`src/rtl/spi_burst_arbiter.sv`:
```
// Round-robin arbiter that turns two requesters' multi-byte bursts into
// byte-by-byte start/busy handshakes on a shared single-byte SPI master driver.
module spi_burst_arbiter #(
  parameter int unsigned LEN_W      = 4,
  parameter int unsigned GAP_CYCLES = 2,
  parameter int unsigned TIMEOUT    = 64
) (
  input  logic             clk_i,
  input  logic             rst_n_i,
  input  logic             req0_i,
  input  logic             req1_i,
  input  logic [LEN_W-1:0] len0_bi,
  input  logic [LEN_W-1:0] len1_bi,
  input  logic [7:0]       tx0_data_bi,
  input  logic [7:0]       tx1_data_bi,
  output logic             tx0_rd_o,
  output logic             tx1_rd_o,
  output logic [1:0]       gnt_bo,
  output logic             rx_valid_o,
  output logic [7:0]       rx_data_bo,
  output logic             rx_id_o,
  output logic             done_o,
  output logic             error_o,
  output logic             drv_start_o,
  output logic [7:0]       drv_data_bo,
  input  logic             drv_busy_i,
  input  logic [7:0]       drv_data_bi
);

  localparam int unsigned TMO_W = $clog2(TIMEOUT + 1);
  localparam int unsigned GAP_W = (GAP_CYCLES > 0) ? $clog2(GAP_CYCLES + 1) : 1;

  typedef enum logic [2:0] {
    IDLE, LOAD, START, WAIT_BUSY, WAIT_DONE, GAP, DONE
  } state_t;

  state_t             state_q, state_d;
  logic               last_q;
  logic               owner_q, owner_d;
  logic [LEN_W-1:0]   rem_q;
  logic [TMO_W-1:0]   tmo_q;
  logic [GAP_W-1:0]   gap_q;

  logic               pick;
  logic [LEN_W-1:0]   len_sel;
  logic               tmo_hit;
  logic               gap_end;

  logic [1:0]         gnt_d;
  logic [1:0]         tx_rd_d;
  logic               drv_start_d;
  logic               done_d;
  logic               error_d;
  logic               rx_valid_d;

  // The requester not served last wins a tie; a lone request always wins.
  assign pick    = (req0_i && req1_i) ? ~last_q : req1_i;
  assign len_sel = pick ? len1_bi : len0_bi;
  assign tmo_hit = (tmo_q == TMO_W'(TIMEOUT - 1));
  assign gap_end = (gap_q == GAP_W'(GAP_CYCLES - 1));
  assign owner_d = (state_q == IDLE) ? pick : owner_q;

  always_ff @(posedge clk_i or negedge rst_n_i) begin
    if (!rst_n_i) state_q <= IDLE;
    else          state_q <= state_d;
  end

  always_comb begin
    state_d = state_q;
    unique case (state_q)
      IDLE: begin
        // Never hand the driver over while it is still shifting a stale byte.
        if (!drv_busy_i && (req0_i || req1_i))
          state_d = (len_sel == '0) ? DONE : LOAD;
      end
      LOAD:      state_d = START;
      START:     state_d = WAIT_BUSY;
      WAIT_BUSY: begin
        if (drv_busy_i)   state_d = WAIT_DONE;
        else if (tmo_hit) state_d = DONE;
      end
      WAIT_DONE: begin
        if (!drv_busy_i) begin
          if (rem_q <= LEN_W'(1))   state_d = DONE;
          else if (GAP_CYCLES == 0) state_d = LOAD;
          else                      state_d = GAP;
        end else if (tmo_hit) begin
          state_d = DONE;
        end
      end
      GAP:     if (gap_end) state_d = LOAD;
      DONE:    state_d = IDLE;
      default: state_d = IDLE;
    endcase
  end

  always_comb begin
    gnt_d       = '0;
    tx_rd_d     = '0;
    drv_start_d = 1'b0;
    done_d      = 1'b0;
    error_d     = 1'b0;
    rx_valid_d  = 1'b0;
    if (state_d inside {LOAD, START, WAIT_BUSY, WAIT_DONE, GAP})
      gnt_d = owner_d ? 2'b10 : 2'b01;
    if (state_d == LOAD)
      tx_rd_d = owner_d ? 2'b10 : 2'b01;
    drv_start_d = (state_d == START);
    rx_valid_d  = (state_q == WAIT_DONE) && !drv_busy_i;
    done_d      = (state_d == DONE);
    // Only a clean last byte reaches DONE without an error.
    error_d     = done_d && !rx_valid_d;
  end

  always_ff @(posedge clk_i or negedge rst_n_i) begin
    if (!rst_n_i) begin
      gnt_bo      <= '0;
      tx0_rd_o    <= 1'b0;
      tx1_rd_o    <= 1'b0;
      drv_start_o <= 1'b0;
      done_o      <= 1'b0;
      error_o     <= 1'b0;
      rx_valid_o  <= 1'b0;
    end else begin
      gnt_bo      <= gnt_d;
      tx0_rd_o    <= tx_rd_d[0];
      tx1_rd_o    <= tx_rd_d[1];
      drv_start_o <= drv_start_d;
      done_o      <= done_d;
      error_o     <= error_d;
      rx_valid_o  <= rx_valid_d;
    end
  end

  always_ff @(posedge clk_i or negedge rst_n_i) begin
    if (!rst_n_i) begin
      last_q      <= 1'b1;
      owner_q     <= 1'b0;
      rem_q       <= '0;
      tmo_q       <= '0;
      gap_q       <= '0;
      drv_data_bo <= '0;
      rx_data_bo  <= '0;
      rx_id_o     <= 1'b0;
    end else begin
      owner_q <= owner_d;
      if (state_q == DONE) last_q <= owner_q;

      if (state_q == IDLE && state_d != IDLE)
        rem_q <= len_sel;
      else if (rx_valid_d && rem_q != '0)
        rem_q <= rem_q - LEN_W'(1);

      // Saturating per-state watchdog, cleared on every state change.
      if ((state_q == WAIT_BUSY || state_q == WAIT_DONE) && state_d == state_q) begin
        if (tmo_q != '1) tmo_q <= tmo_q + TMO_W'(1);
      end else begin
        tmo_q <= '0;
      end

      if (state_q == GAP) gap_q <= gap_q + GAP_W'(1);
      else                gap_q <= '0;

      if (state_q == LOAD) drv_data_bo <= owner_q ? tx1_data_bi : tx0_data_bi;

      if (rx_valid_d) begin
        rx_data_bo <= drv_data_bi;
        rx_id_o    <= owner_q;
      end
    end
  end

endmodule

```
`config.mk`:
```
export PLATFORM = sky130hd
export DESIGN_NAME = spi_burst_arbiter
export DESIGN_NICKNAME = d
export VERILOG_FILES = /design/src/rtl/spi_burst_arbiter.sv
export SDC_FILE = /design/constraint.sdc
export NUM_CORES = 1
export LEC_CHECK = 0
export BUFFER_PORTS_ARGS = -buffer_cell sky130_fd_sc_hd__buf_2
export CELL_PAD_IN_SITES_DETAIL_PLACEMENT = 0
export CELL_PAD_IN_SITES_GLOBAL_PLACEMENT = 1
export CORE_MARGIN = 2
export CORE_UTILIZATION = 42
export DETAILED_ROUTE_END_ITERATION = 8
export PLACE_DENSITY_LB_ADDON = 0.1
export SYNTH_ARGS = -nofsm -noshare
export SYNTH_HDL_FRONTEND = slang
export SYNTH_SLANG_ARGS = --single-unit
```
`constraint.sdc`:
```
create_clock -name clk_i -period 6.5 [get_ports clk_i]
set_clock_uncertainty 0.15 [all_clocks]
set_input_delay 1.625 -clock clk_i [delete_from_list [all_inputs] [get_ports clk_i]]
set_output_delay 1.625 -clock clk_i [all_outputs]
set_load 0.02 [all_outputs]
```
Yosys cells after proc, flatten, opt, wreduce, memory -nomap -nowiden --
Cells that the tools add are included.
Operators by class: add/sub/neg operators 3, order comparisons 1, equality and inequality tests 17, mux-type cells 20, bitwise gates (word level) 1, reductions and logical operators 17
Operators by type and width (count):
- 3-bit == test (second input constant) | 6
- 3-bit two-way mux | 6
- 3-bit one-hot mux with 6 select lines | 1
- 7-bit two-way mux | 2
- 3-bit by 2-bit == test with 1-bit output (second input constant) | 4
- 4-bit two-way mux | 3
- 2-bit two-way mux | 5
- 8-bit two-way mux | 1
- 7-bit by 1-bit adder with 7-bit output (second input constant) | 1
- 7-bit by 6-bit == test with 1-bit output (second input constant) | 1
- 1-bit logical AND | 7
- 7-bit inequality test (second input constant) | 1
- 3-bit by 1-bit == test with 1-bit output (second input constant) | 2
- 5-bit nonzero test | 1
- 4-bit by 1-bit less-or-equal comparator with 1-bit output (second input constant) | 1
- 4-bit logical NOT | 1
- 4-bit nonzero test | 1
- 4-bit by 1-bit subtractor with 4-bit output (second input constant) | 1
- 3-bit == test | 1
- 3-bit logical NOT | 1
- 3-bit nonzero test | 1
- 2-bit by 1-bit adder with 2-bit output (second input constant) | 1
- 2-bit by 1-bit == test with 1-bit output (second input constant) | 1
- 1-bit logical NOT | 2
- 5 further kinds | 7
Word-level totals: register bits 43, input port bits 37, output and inout port bits 25, word-level logic and storage cells 75

Longest topological paths before layout --
Gate-level depths: netlist of run 1.
word-level depth 10, gate-level depth with buffers 8, depth with buffers taken out 8

Worst setup path after synthesis of run 1 --
OpenSTA, ideal clock, no wires.
kind in2reg, from input req1_i, to register tmo_q[4], library setup time 0.087 ns, arrival 3.285 ns, required time 6.263 ns, setup slack 2.978 ns, cell stages on the path 6, buffers on the path 0, path through a21boi_4 -> or4_1 -> a22o_1 -> a211o_2 -> a221o_2 -> a211oi_2
On the way: word-level cells in the longest chain between the ends 10, elaborated cells on any way between the ends 13
Ends and longest elaborated chain:
- from (decl) | line 11 | input logic req1_i,
- 1-bit logical AND | line 57 | assign pick = (req0_i && req1_i) ? ~last_q : req1_i;
- 1-bit two-way mux | line 57
- 4-bit two-way mux | line 58 | assign len_sel = pick ? len1_bi : len0_bi;
- 4-bit logical NOT | line 74 | state_d = (len_sel == '0) ? DONE : LOAD;
- 3-bit two-way mux | line 74
- 3-bit two-way mux (*) | line 73 | if (!drv_busy_i && (req0_i || req1_i))
- 3-bit one-hot mux with 6 select lines (*) | line 70 | unique case (state_q)
- named net state_d[0] | line 37 | state_t state_q, state_d;
- 3-bit == test (*) | line 155 | if ((state_q == WAIT_BUSY || state_q == WAIT_DONE) && state_d == state_q) begin
- 1-bit logical AND (*) | line 155
- 2-bit by 1-bit inequality test with 1-bit output (no source line) or 7-bit two-way mux (tied branches)
- to (signal assigned) | line 156 | if (tmo_q != '1) tmo_q <= tmo_q + TMO_W'(1);
- to (decl) | line 41 | logic [TMO_W-1:0] tmo_q;
Mark *: on every way through the listed nets, which the timed path passes. The rest lies on a longest branch. A chain may end at the register's enable or synchronous reset.

Worst setup path after layout of run 1 --
Same ends and word-level chain as after synthesis.

==> results of run 1 <==
==> how the worst min path moves through the flow <==
stage               end  slack (ps)  cells after the start
4_1_cts        gap_q[0]         290                      1
5_1_grt        gap_q[0]         310                      1
6_report       gap_q[0]         290                      1
2_1_floorplan  gap_q[0]         260                      1
3_5_place_dp   gap_q[0]         280                      1
3_3_place_gp   gap_q[0]         280                      1
==> layer usage <==
layer	track usage	wire, um	share of wire
met1	0.2134	1899	0.46
met2	0.2619	1995	0.48
met3	0.04390	179	0.043
met4	0.06667	46	0.011
met5	0	0	0
==> layout make-up <==
type / count / area share
Clock buffer: 6 / 0.03250
Clock inverter: 2 / 0.01379
Inverter: 7 / 0.01034
Multi-Input combinational cell: 136 / 0.3663
Sequential cell: 43 / 0.4239
Tap cell: 67 / 0.03299
Timing Repair Buffer: 61 / 0.1201
==> cell usage after synthesis <==
cell type   n
dfrtp_1    42
nor2_1     24
mux2i_1    15
a21oi_1    14
nand2_1    12
nor3_1     11
mux2_2     10
inv_1       7
ha_1        5
nand3_1     5
and2_1      3
clkbuf_1    3
o211ai_1    3
a211oi_1    2
and3_1      2
nand3b_1    2
nor2b_1     2
nor3b_1     2
o21ai_0     2
or3_1       2
xnor2_1     2
xor2_1      2
a211o_2     1
a211oi_2    1
a21boi_4    1
a221o_2     1
a22o_1      1
a22oi_1     1
a311oi_1    1
a31oi_1     1
buf_1       1
buf_2       1
dfstp_2     1
nand2b_1    1
nor4_1      1
nor4_2      1
o21bai_1    1
or2_2       1
or2b_1      1
or4_1       1
or4_2       1
==> sequential cells by signal (all words and copies together), names as in the netlist, 2 cells and up <==
register and flops:
drv_data_bo 8, rx_data_bo 8, tmo_q 7, rem_q 4, state_q 3, gap_q 2
gnt_bo 2
==> through the flow <==
step | power, W | setup slack, ps | hold slack, ps
final | 0.001109 | 3012 | 286.9
after global routing | 0.001194 | 2970 | 308.7
after floorplan | 0.0007656 | 2978 | 259.6
after global placement | 0.0009068 | 2761 | 280.9
after CTS | 0.001124 | 3021 | 294.1
after detailed placement | 0.0009048 | 2727 | 283.5
==> power breakdown <==
part	leakage (nW)	total (W)	switching, W	internal, W
combinational	0.611	0.000445	0.000260	0.000186
clock	0.0612	0.000214	0.0000897	0.000124
sequential	0.533	0.000449	0.0000801	0.000369
==> critical path, cell delays in order <==
cell and delay (ps):
buf_2 110, a21boi_4 160, or4_1 410, a22o_1 260, a211o_2 330, a221o_2 480
a211oi_2 160
==> kinds of logic after synthesis <==
group / count (synthesis)
AOI/OAI and AO/OA: 30
muxes: 25
adders and majority gates: 5
and+or+nand+nor: 72
xor gates and xnor gates: 4
DFF: 43
buffers and inverters: 12
==> impl_metrics.tcl, run 1 <==
set metrics [dict create \
    end_kind "flip-flop" \
    fin_nets 296 \
    dp.cells 314 \
    yosysSeqAreaShare 0.5256 \
    hpwl_um 2992 \
    hold_viol 0 \
    cts_hold_buf 0 \
    synth_compound_area_frac 0.1020 \
    diodes 0 \
    reg2regPathDepth 6 \
    cts_tree "yes" \
    fin_cells 322 \
    final_common_cell "buf_2" \
    grt_overflow 0 \
    syn_area_per_cell_um2 10.73 \
    setup_violations 0 \
    cp.required_ps 6550 \
    yosys.cell_types.count 41 \
    reg2reg_to "tmo_q[4]" \
    clock_latency_ps 290 \
    core_um2 4723 \
    final_core_util 0.5380 \
    worst_setup_path_start_kind "primary input" \
    p_leak_nw 1.205 \
    drt-wirelength-per-cell_um 12.80 \
    postRouteAntennaNets 0 \
    cp_max_fo 8 \
    pin_count 62 \
    yosysTopAreaCellShare 0.5128 \
    hold_class "reg -> reg" \
    die_h_um 73.86 \
    gp_congestion 0.7313 \
    critPathLaunch "req1_i" \
    final_area_um2 2541 \
    fin_tns_setup_ps 0 \
    rsz0062_at_grt "false" \
    via_count 1582 \
    die_w_um 73.86 \
    synth_top_family_by_area "simple AND/OR/NAND/NOR gates" \
    synth_seq_cells 43 \
    cts_made_buffers 5 \
    worstPathArrival_ps 3540 \
    areaGrowthSynthToFinish_pct 23.99 \
    drive_above_1_share 0.3451 \
    drc 0 \
    synth_nets 233 \
    relSlewSlack 0.3083 \
    grt_max_degree 44 \
    grt_pass1_wl_um 6713 \
    synth-xor-area-share 0.01709 \
    synthSimpleGateAreaFrac 0.1740 \
    post_cts_resized 0 \
    fillerInstances 433 \
    slew_violations 0 \
    syn_inst 191 \
    maxCapViolCount 0 \
    seqCellArea_um2 1077 \
    clk_pin_slew_ps 70 \
    power.density_nw_per_um2 436.2 \
    cts-htree-levels 2 \
    grt_antenna_before_repair 0 \
    most-common-layout-cells "buf_2 (61), dfrtp_1 (42), nor2_1 (24)" \
    synth-adder-area-share 0.03053 \
    min-delay-start "gap_q[0]" \
    drtPass1Iterations 4 \
    yosys.area.top_type "dfrtp_1" \
    drt_iter0_drc 94 \
    place_area_um2 2424 \
    reg2reg_slack_ps 3960 \
    timing.final.crit_share 0.5366 \
    clock-root-buffer "clkbuf_8" \
    vdd.ir_drop.worst_mv 0.2156 \
    cts_max_path_buffers 2 \
    grt_pass1_vias 1472 \
    row_count 25 \
    multi_input_area_um2 930.9 \
    yosys_warnings 0 \
    fp.dieArea_um2 5455 \
    wl_um 4120 \
    cts.sinks 43 \
    crit_type "in -> reg" \
    grt_util_all_layers 0.1648 \
    post_cts_buffers 0 \
    period_minus_slack_ps 3488 \
    io_buffers 61 \
    yosys-top-cells-area "dfrtp_1 (51%), mux2i_1 (7.3%), mux2_2 (5.5%), nor2_1 (4.4%), a21oi_1 (3.4%)" \
    timing.rr.start "last_q" \
    endpoint "tmo_q[4]" \
    avgViaCountPerCell 4.913 \
    synth.area.mux_share 0.1282 \
    worst_pin_slew_ps 1032 \
    fmax_ghz 0.2867 \
    initial_utilization 0.4339 \
    status "completed" \
    mappedNetlistArea_um2 2049 \
]
Note: power is estimated with default switching activity, not from simulation.
==> inputs of run 2 (changes only) <==
- CORE_UTILIZATION: 42 -> 39
- clock period: 6.5 -> 3.55 ns (I/O delays scaled with it)
==> impl_metrics.tcl, run 2 (synthesis gave the netlist of run 1 again) <==
set metrics [dict create \
    status "completed" \
    fp.dieArea_um2 5851 \
    die_h_um 76.49 \
    worstPathArrival_ps 2820 \
    cp_max_fo 8 \
    most-common-layout-cells "buf_2 (61), dfrtp_1 (42), nor2_1 (24)" \
    fillerInstances 495 \
    via_count 1629 \
    hpwl_um 3088 \
    pin_count 62 \
    areaGrowthSynthToFinish_pct 23.69 \
    cts_made_buffers 5 \
    clock_latency_ps 290 \
    slew_violations 0 \
    endpoint "tmo_q[4]" \
    cts-htree-levels 2 \
    worst_pin_slew_ps 930.8 \
    p_leak_nw 1.201 \
    cp.required_ps 3610 \
    timing.rr.start "last_q" \
    cts_hold_buf 0 \
    avgViaCountPerCell 4.966 \
    reg2reg_slack_ps 1000 \
    grt_antenna_before_repair 0 \
    clock-root-buffer "clkbuf_8" \
    post_cts_buffers 0 \
    die_w_um 76.49 \
    crit_type "in -> reg" \
    grt_max_degree 44 \
    reg2regPathDepth 6 \
    fmax_ghz 0.3626 \
    rsz0062_at_grt "false" \
    hold_slack_ps 289.6 \
    clk_pin_slew_ps 80 \
    grt_overflow 0 \
    initial_utilization 0.4038 \
    postRouteAntennaNets 0 \
    core_um2 5075 \
    critPathLaunch "req1_i" \
    drive_above_1_share 0.3488 \
    cts.sinks 43 \
    reg_top3 "drv_data_bo (8), rx_data_bo (8), tmo_q (7)" \
    fin_tns_setup_ps 0 \
    row_count 26 \
    seqCellArea_um2 1077 \
    grt_pass1_wl_um 6975 \
    vdd.ir_drop.worst_mv 0.3271 \
    grt_pass1_vias 1504 \
    hold_viol 0 \
    drtPass1Iterations 4 \
    final_common_cell "buf_2" \
    power.density_nw_per_um2 770.5 \
    hold_class "reg -> reg" \
    drc 0 \
    cts_tree "yes" \
    relSlewSlack 0.3795 \
    io_buffers 61 \
    maxCapViolCount 0 \
    grt_util_all_layers 0.1509 \
    period_minus_slack_ps 2758 \
    reg2reg_to "tmo_q[4]" \
    multi_input_area_um2 930.9 \
    drt-wirelength-per-cell_um 12.74 \
    end_kind "flip-flop" \
    gp_congestion 0.7615 \
    drt_iter0_drc 66 \
    wl_um 4180 \
    cts_max_path_buffers 2 \
    worst_setup_path_start_kind "primary input" \
    diodes 0 \
    post_cts_resized 0 \
    timing.final.crit_share 0.7768 \
    fin_nets 299 \
    setup_violations 0 \
]
-- run 2: cell count changes in the layout (fill, tap and decap cells not counted) --
cell / delta
buf_4: +3
clkbuf_8: -1
clkbuf_1: +1
clkinvlp_4: +1
bufinv_16: -1
-- run 2: final cells by class --
cell class | instances | area share
multi-input cells | 136 | 0.3672
flip-flops and latches | 43 | 0.4250
clock inverters | 2 | 0.004936
inverters | 7 | 0.01037
well taps | 70 | 0.03455
clock buffers | 6 | 0.02863
repair buffers | 64 | 0.1293
-- run 2: how the worst min path moves through the flow --
stage	startpoint	slack, ps	to	cells after the start
after CTS	gap_q[0]	300	gap_q[0]	1
after floorplan	gap_q[0]	260	gap_q[0]	1
after global placement	gap_q[0]	280	gap_q[0]	1
final	gap_q[0]	290	gap_q[0]	1
after global routing	gap_q[0]	320	gap_q[0]	1
after detailed placement	gap_q[0]	280	gap_q[0]	1
-- run 2: power breakdown --
part           switching, W  internal (W)  total [W]
sequential         0.000147      0.000676   0.000823
combinational      0.000483      0.000350   0.000834
clock              0.000159      0.000137   0.000297
-- run 2: metal layers --
layer | up-vias | share of wire | global-route usage | routed length (um)
li1 | 811 | - | - | -
met1 | 777 | 0.44 | 0.1805 | 1850
met2 | 39 | 0.49 | 0.2575 | 2064
met3 | 2 | 0.060 | 0.04739 | 250
met4 | 0 | 0.0036 | 0.05091 | 15
met5 | - | 0 | 0 | 0
-- run 2: critical path, stage by stage --
cell and delay [ps]:
buf_2 110, a21boi_4 170, or4_1 410, a22o_1 260, a211o_2 340, a221o_2 470, a211oi_2 160
-- run 2: stage by stage --
stage                       util  setup slack [ps]  instance area (um^2)  total power [W]  instances
after floorplan                -             765.6                  2049         0.001402        191
after global placement    0.4827             531.1                  2450         0.001676        320
after detailed placement  0.4827             480.9                  2450         0.001680        320
after CTS                 0.4995             793.0                  2535         0.001990        328
after global routing      0.4995             713.5                  2535         0.002123        328
final                     0.4995             792.4                  2535         0.001953        328
